File: config.mk
export PLATFORM = sky130hd
export DESIGN_NAME = pc_fetch_unit
export DESIGN_NICKNAME = d
export VERILOG_FILES = /design/src/rtl/pc_fetch_unit.sv
export SDC_FILE = /design/constraint.sdc
export NUM_CORES = 1
export LEC_CHECK = 0
export ABC_AREA = 1
export BUFFER_PORTS_ARGS = -buffer_cell sky130_fd_sc_hd__clkbuf_2
export CAP_MARGIN = 0
export CORE_AREA = 8 8 135 137
export DETAILED_ROUTE_END_ITERATION = 10
export DIE_AREA = 0 0 143 145
export GPL_ROUTABILITY_DRIVEN = 1
export GPL_TIMING_DRIVEN = 0
export MAX_ROUTING_LAYER = met4
export PLACE_DENSITY = 0.62
export SLEW_MARGIN = 20
export SYNTH_ARGS = -nofsm -noshare
export SYNTH_HDL_FRONTEND = slang
export SYNTH_SLANG_ARGS = --single-unit
File: constraint.sdc
create_clock -name CLK -period 3.09 [get_ports CLK]
set_input_delay 0.618 -clock CLK [delete_from_list [all_inputs] [get_ports CLK]]
set_output_delay 0.618 -clock CLK [all_outputs]
set_load 0.02 [all_outputs]
File: src/rtl/pc_fetch_unit.sv
// pc_fetch_unit: fetch-stage program counter and next-PC selection.
// Owns the PC and the EPC, drives the instruction-memory request, and
// handles stall, halt and exception redirect.
// Optional return-address stack: define PC_RAS_EN to build it. Without it
// link/ret are ignored and ras_mispredict is tied low.
module pc_fetch_unit #(
    parameter int              PC_W       = 32,
    parameter logic [PC_W-1:0] PC_INIT    = '0,
    parameter logic [31:0]     EXC_VECTOR = 32'h0000_0080,
    parameter int              RAS_DEPTH  = 4
) (
    input  logic            CLK,
    input  logic            nRST,
    input  logic [1:0]      pc_sel,
    input  logic [PC_W-1:0] jr_a,
    input  logic [25:0]     jump_a,
    input  logic [PC_W-1:0] ext32,
    input  logic            link,
    input  logic            ret,
    input  logic            stall,
    input  logic            halt,
    input  logic            exc_req,
    input  logic            ihit,
    output logic            iren,
    output logic [PC_W-1:0] iaddr,
    output logic [PC_W-1:0] pc,
    output logic [PC_W-1:0] epc,
    output logic            halted,
    output logic            ras_mispredict
);

    localparam logic [1:0] SEL_NPC    = 2'd0;
    localparam logic [1:0] SEL_JR     = 2'd1;
    localparam logic [1:0] SEL_JUMP   = 2'd2;
    localparam logic [1:0] SEL_BRANCH = 2'd3;

    localparam logic [PC_W-1:0] EXC_PC = PC_W'(EXC_VECTOR);

    // S_WAKE is the fetch state for the first cycle out of reset, before
    // the request is raised; it honours halt/exception but never ihit.
    typedef enum logic [1:0] {
        S_WAKE   = 2'd0,
        S_FETCH  = 2'd1,
        S_HALTED = 2'd2
    } state_t;

    state_t          state_q, state_d;
    logic [PC_W-1:0] pc_q, pc_d;
    logic [PC_W-1:0] epc_q, epc_d;
    logic [PC_W-1:0] npc, next_pc;
    logic            active, do_exc, commit;

    // Redirect qualifiers in priority order: halt > exception > stall > ihit.
    assign active = (state_q != S_HALTED);
    assign do_exc = active & ~halt & exc_req;
    assign commit = (state_q == S_FETCH) & ~halt & ~exc_req & ~stall & ihit;

    // Candidate next PC for the currently selected redirect source.
    always_comb begin
        npc     = pc_q + PC_W'(4);
        next_pc = npc;
        case (pc_sel)
            SEL_NPC:    next_pc = npc;
            SEL_JR:     next_pc = jr_a;
            SEL_JUMP:   next_pc = {npc[PC_W-1:28], jump_a, 2'b00};
            SEL_BRANCH: next_pc = npc + (ext32 << 2);
            default:    next_pc = npc;
        endcase
    end

    // State register.
    always_ff @(posedge CLK or negedge nRST) begin
        if (!nRST) state_q <= S_WAKE;
        else       state_q <= state_d;
    end

    // Next-state: halt is sticky until reset.
    always_comb begin
        state_d = state_q;
        case (state_q)
            S_WAKE, S_FETCH: state_d = halt ? S_HALTED : S_FETCH;
            S_HALTED:        state_d = S_HALTED;
            default:         state_d = S_WAKE;
        endcase
    end

    // Outputs decoded from state; fetch address always mirrors the PC.
    always_comb begin
        iren   = (state_q == S_FETCH);
        halted = (state_q == S_HALTED);
        pc     = pc_q;
        epc    = epc_q;
        iaddr  = pc_q;
    end

    // PC / EPC next-state: exception wins over a committed fetch.
    always_comb begin
        pc_d  = pc_q;
        epc_d = epc_q;
        if (do_exc) begin
            pc_d  = EXC_PC;
            epc_d = pc_q;
        end else if (commit) begin
            pc_d = next_pc;
        end
    end

    // PC and EPC registers.
    always_ff @(posedge CLK or negedge nRST) begin
        if (!nRST) begin
            pc_q  <= PC_INIT;
            epc_q <= '0;
        end else begin
            pc_q  <= pc_d;
            epc_q <= epc_d;
        end
    end

`ifdef PC_RAS_EN
    localparam int SP_W  = (RAS_DEPTH > 1) ? $clog2(RAS_DEPTH) : 1;
    localparam int CNT_W = SP_W + 1;
    localparam logic [CNT_W-1:0] CNT_FULL = CNT_W'(RAS_DEPTH);

    logic [PC_W-1:0]  ras_q [RAS_DEPTH];
    logic [SP_W-1:0]  sp_q, sp_d;
    logic [CNT_W-1:0] cnt_q, cnt_d;
    logic             mis_q, mis_d;
    logic [PC_W-1:0]  ras_top;
    logic             do_push, do_pop;

    // sp points at the next free slot; the top lives one below it.
    assign ras_top = ras_q[sp_q - SP_W'(1)];
    assign do_push = commit & (pc_sel == SEL_JUMP) & link;
    assign do_pop  = commit & (pc_sel == SEL_JR) & ret & (cnt_q != '0);

    // Stack pointer / occupancy next-state; a full push overwrites the oldest.
    always_comb begin
        sp_d  = sp_q;
        cnt_d = cnt_q;
        mis_d = do_pop & (ras_top != jr_a);
        if (do_exc) begin
            sp_d  = '0;
            cnt_d = '0;
        end else if (do_push) begin
            sp_d  = sp_q + SP_W'(1);
            cnt_d = (cnt_q == CNT_FULL) ? cnt_q : cnt_q + CNT_W'(1);
        end else if (do_pop) begin
            sp_d  = sp_q - SP_W'(1);
            cnt_d = cnt_q - CNT_W'(1);
        end
    end

    // Return-address storage, pointers and the mispredict pulse.
    always_ff @(posedge CLK or negedge nRST) begin
        if (!nRST) begin
            sp_q  <= '0;
            cnt_q <= '0;
            mis_q <= 1'b0;
            for (int i = 0; i < RAS_DEPTH; i++) ras_q[i] <= '0;
        end else begin
            sp_q  <= sp_d;
            cnt_q <= cnt_d;
            mis_q <= mis_d;
            if (do_push && !do_exc) ras_q[sp_q] <= npc;
        end
    end

    assign ras_mispredict = mis_q;
`else
    // No return-address stack in this build.
    localparam int unused_ras_depth = RAS_DEPTH;
    logic unused_ras_in;
    assign unused_ras_in  = link ^ ret;
    assign ras_mispredict = 1'b0;
`endif

endmodule

==> impl_metrics.json, run 1 <==
{
  "outcome": "complete, no violations",
  "regToRegStartpoint": "iaddr[3]",
  "clkPwrFrac_pct": 26.6,
  "p_per_area_nw_per_um2": 402,
  "synthFlopType": "dfrtp_1",
  "worst_pin_slew_ps": 774,
  "std_cell_rows": 47,
  "max_freq_mhz": 329,
  "fin_crit_sh_pct": 98.2,
  "diodes": 0,
  "crit_start": "iaddr[3]",
  "cts_inserted_buffers": 9,
  "syn_to_final_growth_pct": 46.1,
  "initial_core_util_pct": 39.0,
  "drv_cap": 0,
  "num_io_pins": 199,
  "yosysWarnings": 0,
  "fp.coreArea_um2": 16200,
  "placed_cells": 1409,
  "final_common_cell": "nand2_1",
  "htreeDepth": 3,
  "maxSlewHeadroom_pct": 48.4,
  "postRouteAntennaNets": 0,
  "grt_max_degree": 41,
  "cp-start-kind": "register",
  "drtIter0Drc": 595,
  "viasPerCell": 5.09,
  "dieArea_um2": 20700,
  "antenna_found_initial": 0,
  "final_hold_viol_count": 0,
  "vias": 7462,
  "syn-num-nets": 1131,
  "comb_power_share_pct": 44.0,
  "post-place-ws_ps": -628,
  "worst_setup_path_end_kind": "register",
  "cts_hold_buf": 0,
  "required_ps": 3290,
  "num-nets-final": 1376,
  "layout_common_cells": "nand2_1 (283), clkbuf_2 (192), inv_1 (103), o21ai_0 (82), buf_4 (71)",
  "syn-cell-area_um2": 6310,
  "p_leak_nw": 4.78,
  "grt_first_pass_wirelength_um": 38100,
  "async_reset_ff_share_pct": 100,
  "crit_arrival_ps": 3240,
  "drt-pass1-iter-count": 5,
  "swShare_pct": 40.6,
  "fin_cells": 1465,
  "p_sw_mw": 1.51,
  "drive_gt1_share_pct": 40.6,
  "cts.path.max_buffers": 2,
  "crit_fanout": 5,
  "pwr-share-seq_pct": 29.4,
  "synth_edf_count": 0,
  "hp-class": "input port to asynchronous set/reset pin",
  "wl_um": 25300,
  "root_buffer": "clkbuf_16",
  "drc_errors": 0,
  "fin_ws_ps": 54.3,
  "syn_inst": 995,
  "cts_tree": "built",
  "grt_pass1_vias": 7154,
  "ys_ff_latch": 66,
  "cts.clk_slew.worst_paths_ps": 50,
  "vdd_drop_max_mv": 0.267,
  "io_buffers": 193,
  "drv_slew": 0,
  "grt_overflow_total": 0,
  "clk_latency_ps": 330,
  "place_hpwl_um": 20200,
  "final-setup-viol-count": 0,
  "wl_per_cell_um": 17.3,
  "die-width_um": 143,
  "p_int_mw": 2.21,
  "clock_sinks": 66,
  "skew_ps": 5.93,
  "path_class": "register to register",
  "die_y_um": 145,
  "grt_setup_unrepaired": "yes",
  "synth.yosys.seq_area_share_pct": 26.2,
  "gp_congestion": 0.917,
  "worst-r2r-setup-slack_ps": 50,
  "avgSynthCellArea_um2": 6.35,
  "yosysUniqueCellTypes": 40,
  "finalPower_mw": 3.71,
  "track_usage_pct": 24.1,
  "min_period_ps": 3040
}
-- power groups by stage --
stage / combinational, mW / clock, mW / sequential [mW]
2_1_floorplan: 0.742 / 0 / 1.22
3_3_place_gp: 1.35 / 0 / 1.11
3_5_place_dp: 1.36 / 0 / 1.11
4_1_cts: 1.45 / 0.991 / 1.09
5_1_grt: 1.79 / 1.03 / 1.11
6_report: 1.63 / 0.989 / 1.09
-- metrics by stage --
step                setup TNS [ps]  instance area, µm²  hold slack [ps]  util [%]
global placement             -4380                7560              456      46.7
global route                 -1290                9230              262      57.1
detailed placement           -4380                7580              461      46.9
finish                           0                9230              232      57.1
floorplan                        0                6310              322         -
CTS                              0                8250              241      51.0
-- layer usage --
layer | GRT usage, % | vias up | share of wire, %
li1 | - | 3653 | -
met3 | 2.99 | 49 | 7.0
met5 | - | - | 0
met2 | 37.8 | 286 | 47
met4 | 8.61 | 0 | 2.8
met1 | 31.3 | 3474 | 43
-- state kept, by name (all words and copies together) (netlist names) --
register,cells
state_q,2
epc,32
iaddr,32
-- kinds of logic after synthesis --
kind of cell,synth area share [%]
XOR/XNOR,3.47
AO/OA/AOI/OAI,15.1
AND/OR/NAND/NOR,34.5
other,0.0594
buffers and inverters,13.0
multiplexers,0.535
flip-flops,26.2
adder cells (fa/ha/maj),7.25
-- area by class of cell --
cell class                      instances  area [µm²]
Buffer                                 57         349
Clock buffer                           13         240
Clock inverter                          3        40.0
Fill cell                            1572        6940
Inverter                              125         478
Multi-Input combinational cell        747        4870
Sequential cell                        66        1680
Tap cell                              220         275
Timing Repair Buffer                  234        1300
-- repair_timing --
item,4_1_cts,5_1_grt
pin swaps,8,50
resized for setup,61,186
setup buffers,17,23
endpoints found under the setup margin,20,22
endpoints found under the hold margin,0,0
-- Yosys cell counts (8+ instances only) --
library cell	number	share of area (%)
nand2_1	322	19
inv_1	118	7.0
o21ai_0	90	7.1
nor2_1	80	4.8
dfrtp_1	66	26
nand3_1	50	4.0
a21oi_1	46	3.6
ha_1	35	6.9
buf_4	33	3.9
xor2_1	22	3.1
clkbuf_1	20	1.2
nor3_1	15	1.2
a221oi_1	12	1.7
o21bai_1	9	1.1
nand2_2	8	0.79
-- critical path: stages (launching register included) --
cell and delay, ps:
dfrtp_2 450, nand3_4 120, nor2_4 140, nand2_4 70, inv_4 60, nand2_4 50, nor2_4 110, inv_2 70
nor2_4 160, xor2_4 220, inv_2 70, ha_4 320, nand2_4 90, nor2_4 110, inv_2 60, nor3_4 190
nand3_2 150, nand3_2 80, nand2_1 50, nand3_1 70, nand2_2 100, nand2_2 100, o21ai_1 60
-- final timing paths --
| path | endpoint | cells past startpoint |
|---|---|---|
| worst max-delay path | iaddr[24] | 22 |
| worst min-delay path | iaddr[5] | 1 |
| worst max register to register | iaddr[24] | 22 |
| worst min register to register | state_q[0] | 1 |
| max in group asynchronous | iaddr[24] | 2 |
| min in group CLK | state_q[0] | 2 |
No activity file was read; power rests on OpenSTA's default activity.
==> run 2, diff against run 1 <==
--- a/config.mk
+++ b/config.mk
@@ -5,16 +5,15 @@
 export SDC_FILE = /design/constraint.sdc
 export NUM_CORES = 1
 export LEC_CHECK = 0
-export ABC_AREA = 1
 export BUFFER_PORTS_ARGS = -buffer_cell sky130_fd_sc_hd__clkbuf_2
 export CAP_MARGIN = 0
-export CORE_AREA = 8 8 135 137
+export CORE_AREA = 8 8 130 132
 export DETAILED_ROUTE_END_ITERATION = 10
-export DIE_AREA = 0 0 143 145
+export DIE_AREA = 0 0 138 140
 export GPL_ROUTABILITY_DRIVEN = 1
 export GPL_TIMING_DRIVEN = 0
 export MAX_ROUTING_LAYER = met4
-export PLACE_DENSITY = 0.62
+export PLACE_DENSITY = 0.63
 export SLEW_MARGIN = 20
 export SYNTH_ARGS = -nofsm -noshare
 export SYNTH_HDL_FRONTEND = slang
==> impl_metrics.json, run 2 <==
{
  "outcome": "finished, violations left",
  "violations": "negative setup slack",
  "drt-pass1-iter-count": 5,
  "worst-r2r-setup-slack_ps": -330,
  "maxSlewHeadroom_pct": 53.4,
  "drive_gt1_share_pct": 49.7,
  "syn_to_final_growth_pct": 58.5,
  "p_per_area_nw_per_um2": 414,
  "postRouteAntennaNets": 0,
  "wl_per_cell_um": 20.6,
  "synth.yosys.seq_area_share_pct": 28.3,
  "cts_inserted_buffers": 9,
  "gp_congestion": 0.918,
  "grt_first_pass_wirelength_um": 36600,
  "yosysWarnings": 0,
  "std_cell_rows": 45,
  "clk_latency_ps": 340,
  "root_buffer": "clkbuf_16",
  "synth.most_common_cell": "nand2_1",
  "worst_setup_path_end_kind": "register",
  "synth_top_area_share_pct": 28.3,
  "skew_ps": 9.58,
  "final-setup-viol-count": 18,
  "p_leak_nw": 4.58,
  "cts_tree": "built",
  "p_int_mw": 2.39,
  "grt_setup_unrepaired": "yes",
  "initial_core_util_pct": 39.3,
  "place_hpwl_um": 17600,
  "fp.coreArea_um2": 14900,
  "syn_inst": 733,
  "avgSynthCellArea_um2": 7.97,
  "synthFlopType": "dfrtp_1",
  "clock_sinks": 66,
  "dieArea_um2": 19300,
  "p_sw_mw": 1.44,
  "synth_edf_count": 0,
  "final_hold_viol_count": 0,
  "wl_um": 24800,
  "timing.hold.ws_ps": 209,
  "syn-num-nets": 869,
  "crit_start": "iaddr[2]",
  "regToRegStartpoint": "iaddr[2]",
  "final_common_cell": "clkbuf_2",
  "viasPerCell": 5.63,
  "fin_crit_sh_pct": 111,
  "swShare_pct": 37.5,
  "vdd_drop_max_mv": 0.215,
  "path_class": "register to register",
  "yosysUniqueCellTypes": 67,
  "track_usage_pct": 24.3,
  "clkPwrFrac_pct": 29.0,
  "cts.path.max_buffers": 2,
  "crit_fanout": 6,
  "crit_arrival_ps": 3640,
  "die_y_um": 140,
  "finalPower_mw": 3.83,
  "ys_top_cells_by_count": "nand2_1 (154), dfrtp_1 (66), nor2_1 (44), a21oi_1 (42), o21ai_0 (42)",
  "min_period_ps": 3420,
  "async_reset_ff_share_pct": 100,
  "num_io_pins": 199,
  "required_ps": 3320,
  "hp-class": "input port to asynchronous set/reset pin",
  "antenna_found_initial": 0,
  "grt_pass1_vias": 6652,
  "fin_ws_ps": -326,
  "cts_hold_buf": 0,
  "max_freq_mhz": 293,
  "htreeDepth": 3,
  "layout_common_cells": "clkbuf_2 (190), nand2_1 (143), buf_4 (103), dfrtp_1 (48), nor2_1 (33)",
  "comb_power_share_pct": 42.6,
  "cp-start-kind": "register",
  "worst_pin_slew_ps": 699,
  "synth.largest_area_cell": "dfrtp_1",
  "io_buffers": 191,
  "cts.clk_slew.worst_paths_ps": 60,
  "vias": 6777,
  "syn-cell-area_um2": 5840,
  "pwr-share-seq_pct": 28.4,
  "drc_errors": 0,
  "fillers": 1274,
  "drtIter0Drc": 522,
  "num-nets-final": 1146,
  "synth_area_leaders": "dfrtp_1 (28%), nand2_1 (9.9%), ha_1 (7.5%)",
  "ys_ff_latch": 66,
  "die-width_um": 138,
  "post-place-ws_ps": -762,
  "diodes": 0,
  "drv_slew": 0,
  "grt_max_degree": 45,
  "drv_cap": 0,
  "grt_overflow_total": 0
}
[run 2: path summary, 6_finish.rpt]
check / to / depth (start not counted)
worst max register to register: iaddr[23] / 16
worst min register to register: epc[14] / 2
worst max-delay path: iaddr[23] / 16
worst min-delay path: epc[12] / 1
min in group CLK: epc[14] / 2
max in group asynchronous: iaddr[21] / 2
[run 2: repair_timing]
item,4_1_cts,5_1_grt
setup endpoints to repair,21,23
gates resized for setup,140,72
buffers inserted,64,17
pin swaps,96,72
[run 2: worst max-delay path, stage by stage (launching register included)]
cell,delay [ps]
dfrtp_2,440
ha_4,170
nand3_4,80
nor3_4,210
buf_4,150
and3_4,240
nand3_4,110
xnor2_4,290
ha_4,290
nand2_8,90
nor2_4,40
nand2_1,80
o211ai_1,130
a31oi_2,220
xnor2_1,110
mux4_2,480
a21o_1,170
[run 2: per-layer routing]
metal / part of all wire (%) / track usage, %
met1: 40 / 29.9
met4: 3.0 / 9.55
met2: 49 / 39.0
met3: 7.8 / 4.23
met5: 0 / -
[run 2: power by group through the flow]
stage          sequential [mW]  combinational (mW)  clock (mW)
2_1_floorplan             1.20               0.710           0
3_3_place_gp              1.11                1.24           0
3_5_place_dp              1.11                1.25           0
4_1_cts                   1.08                1.50        1.11
5_1_grt                   1.10                1.75        1.15
6_report                  1.09                1.63        1.11
[run 2: kinds of logic after synthesis]
group,synth area share [%]
muxes,5.57
buffers and inverters,8.16
and+or+nand+nor,23.6
AOI/OAI and AO/OA,19.1
adders and majority gates,7.84
other,0.0642
xor gates and xnor gates,7.35
DFF,28.3
[run 2: layout make-up]
type,instances,area (µm²),share of cell area (%)
Buffer,66,408,4.41
Clock buffer,14,254,2.75
Clock inverter,2,60.1,0.649
Inverter,19,71.3,0.771
Multi-Input combinational cell,575,4910,53.0
Sequential cell,66,1670,18.1
Tap cell,188,235,2.54
Timing Repair Buffer,273,1640,17.8
[run 2: stage by stage]
step | utilization (%) | setup TNS, ps | std cells | instance area, µm²
final | 62.2 | -3490 | 1203 | 9250
after global routing | 62.2 | -5510 | 1203 | 9250
after CTS | 58.7 | -1650 | 1187 | 8720
after detailed placement | 48.4 | -8730 | 1113 | 7200
after global placement | 48.2 | -9270 | 1112 | 7170
after floorplan | - | -385 | 733 | 5980
==> run 3, diff against run 2 <==
--- a/config.mk
+++ b/config.mk
@@ -5,7 +5,7 @@
 export SDC_FILE = /design/constraint.sdc
 export NUM_CORES = 1
 export LEC_CHECK = 0
-export BUFFER_PORTS_ARGS = -buffer_cell sky130_fd_sc_hd__clkbuf_2
+export BUFFER_PORTS_ARGS = -buffer_cell sky130_fd_sc_hd__buf_2
 export CAP_MARGIN = 0
 export CORE_AREA = 8 8 130 132
 export DETAILED_ROUTE_END_ITERATION = 10
==> impl_metrics.json, run 3 (synthesized netlist as in run 2, its figures left out) <==
{
  "multi_input_area_um2": 4640,
  "fp.coreArea_um2": 14900,
  "cts.clk_slew.worst_paths_ps": 60,
  "crit_end": "iaddr[29]",
  "skew_ps": 6.24,
  "fillers": 1326,
  "final_common_cell": "buf_2",
  "dieArea_um2": 19300,
  "placed_cells": 1113,
  "drive_gt1_share_pct": 46.4,
  "vdd_drop_max_mv": 0.232,
  "hp-class": "input port to asynchronous set/reset pin",
  "max_stage_delay_ps": 390,
  "max_freq_mhz": 294,
  "io_buffers": 191,
  "std_cell_rows": 45,
  "grt_overflow_total": 0,
  "m1WireLength_um": 10300,
  "root_buffer": "clkbuf_16",
  "cts_inserted_buffers": 9,
  "crit_start": "iaddr[6]",
  "fin_ws_ps": -310,
  "drtIter0Drc": 465,
  "grt_first_pass_wirelength_um": 35600,
  "worstPathCellList": "and4_4, nand3_4, buf_4, nor2_4, xnor2_1, ha_1, a21o_1, a21o_1, a21o_1, nand2_2, a31o_1, o31a_1, nor4_2, mux2_1, a21oi_1",
  "wl_per_cell_um": 19.7,
  "cts.path.max_buffers": 2,
  "drv_cap": 0,
  "fin_crit_sh_pct": 110,
  "regToRegStartpoint": "iaddr[6]",
  "final_hold_viol_count": 0,
  "track_usage_pct": 23.4,
  "p_per_area_nw_per_um2": 409,
  "drt-pass1-iter-count": 5,
  "final-setup-viol-count": 20,
  "dr.max_layer_used": "met4",
  "p_leak_nw": 4.50,
  "die_y_um": 140,
  "crit_fanout": 4,
  "vias": 6598,
  "critPathMostFrequentCell": "a21o_1",
  "crit_arrival_ps": 3660,
  "utilization_pct": 59.4,
  "min_period_ps": 3400,
  "grt_setup_unrepaired": "yes",
  "clock_sinks": 66,
  "num-nets-final": 1133,
  "cpMaxStageDelayCell": "dfrtp_2",
  "worst_pin_slew_ps": 710,
  "wl_um": 23500,
  "worst_r2r_path_depth": 15,
  "postRouteAntennaNets": 0,
  "htreeDepth": 3,
  "cts_tree": "built",
  "path_class": "register to register",
  "grt_pass1_vias": 6434,
  "r2r_end": "iaddr[29]",
  "fin_cells": 1191,
  "die-width_um": 138,
  "post-place-ws_ps": -786,
  "num_io_pins": 199,
  "gp_congestion": 0.892,
  "place_hpwl_um": 17600,
  "grt_max_degree": 38,
  "worst-r2r-setup-slack_ps": -310,
  "viasPerCell": 5.54,
  "drv_slew": 0,
  "clk_latency_ps": 330,
  "dr_wl_met3_um": 1440,
  "outcome": "finished, violations left",
  "regArea_um2": 1670,
  "initial_core_util_pct": 39.3,
  "maxSlewHeadroom_pct": 52.7,
  "required_ps": 3350,
  "cp-start-kind": "register",
  "worst_setup_path_end_kind": "register",
  "route.met2.wl_um": 11100,
  "cts_hold_buf": 0,
  "violations": "negative setup slack",
  "layout_common_cells": "buf_2 (190), nand2_1 (145), buf_4 (94), dfrtp_1 (48), nor2_1 (35)",
  "syn_to_final_growth_pct": 51.3,
  "drc_errors": 0,
  "antenna_found_initial": 1
}
[run 3: cell types whose count changed in the layout (fill, tap and decap cells not counted), sizes merged]
cell	delta
buf	+177
bufinv	-2
clkbuf	-190
clkinv	+2
diode	+1
[run 3: repair_timing]
item | 4_1_cts | 5_1_grt
gates resized for setup | 119 | 45
pin swaps | 71 | 58
endpoints found under the setup margin | 21 | 23
buffers inserted | 48 | 18
[run 3: metal layers]
| metal | global-route usage [%] | vias up |
|---|---|---|
| met5 | - | - |
| met4 | 8.52 | 0 |
| met3 | 2.74 | 50 |
| met2 | 37.0 | 293 |
| met1 | 30.3 | 3153 |
| li1 | - | 3102 |
[run 3: layout make-up]
class,instances,area share (%)
Inverter,19,0.807
Tap cell,188,2.66
Antenna cell,1,0.0283
Multi-Input combinational cell,575,52.5
Clock buffer,14,3.21
Sequential cell,66,18.9
Timing Repair Buffer,258,17.0
Buffer,68,4.74
Clock inverter,2,0.113
[run 3: worst max-delay path, delay by kind of cell, from the launching register on]
family | cells | cell delay (ps)
XOR/XNOR | 1 | 250
flip-flops | 1 | 390
multiplexers | 1 | 360
AO/OA/AOI/OAI | 6 | 1100
AND/OR/NAND/NOR | 5 | 780
buffers and inverters | 1 | 170
adder cells (fa/ha/maj) | 1 | 280
[run 3: worst min-delay path by stage]
stage	startpoint	to
after floorplan	nRST	epc[0]
after global placement	epc[13]	epc[13]
after detailed placement	epc[30]	epc[30]
after CTS	nRST	iaddr[8]
after global routing	nRST	iaddr[8]
final	nRST	iaddr[8]
[run 3: power by group]
part	switching (mW)	internal [mW]	leakage [nW]
clock network	0.367	0.628	0.149
registers	0.101	0.974	0.877
logic	0.904	0.643	3.48
total	1.37	2.25	4.50
[run 3: through the flow]
step	instance area [µm²]	TNS [ps]	power [mW]	hold slack, ps
detailed placement	7190	-8950	2.36	458
global route	8830	-6190	3.79	244
floorplan	5980	-385	1.91	322
global placement	7170	-9210	2.34	454
CTS	8470	-1530	3.53	223
finish	8830	-3790	3.62	213
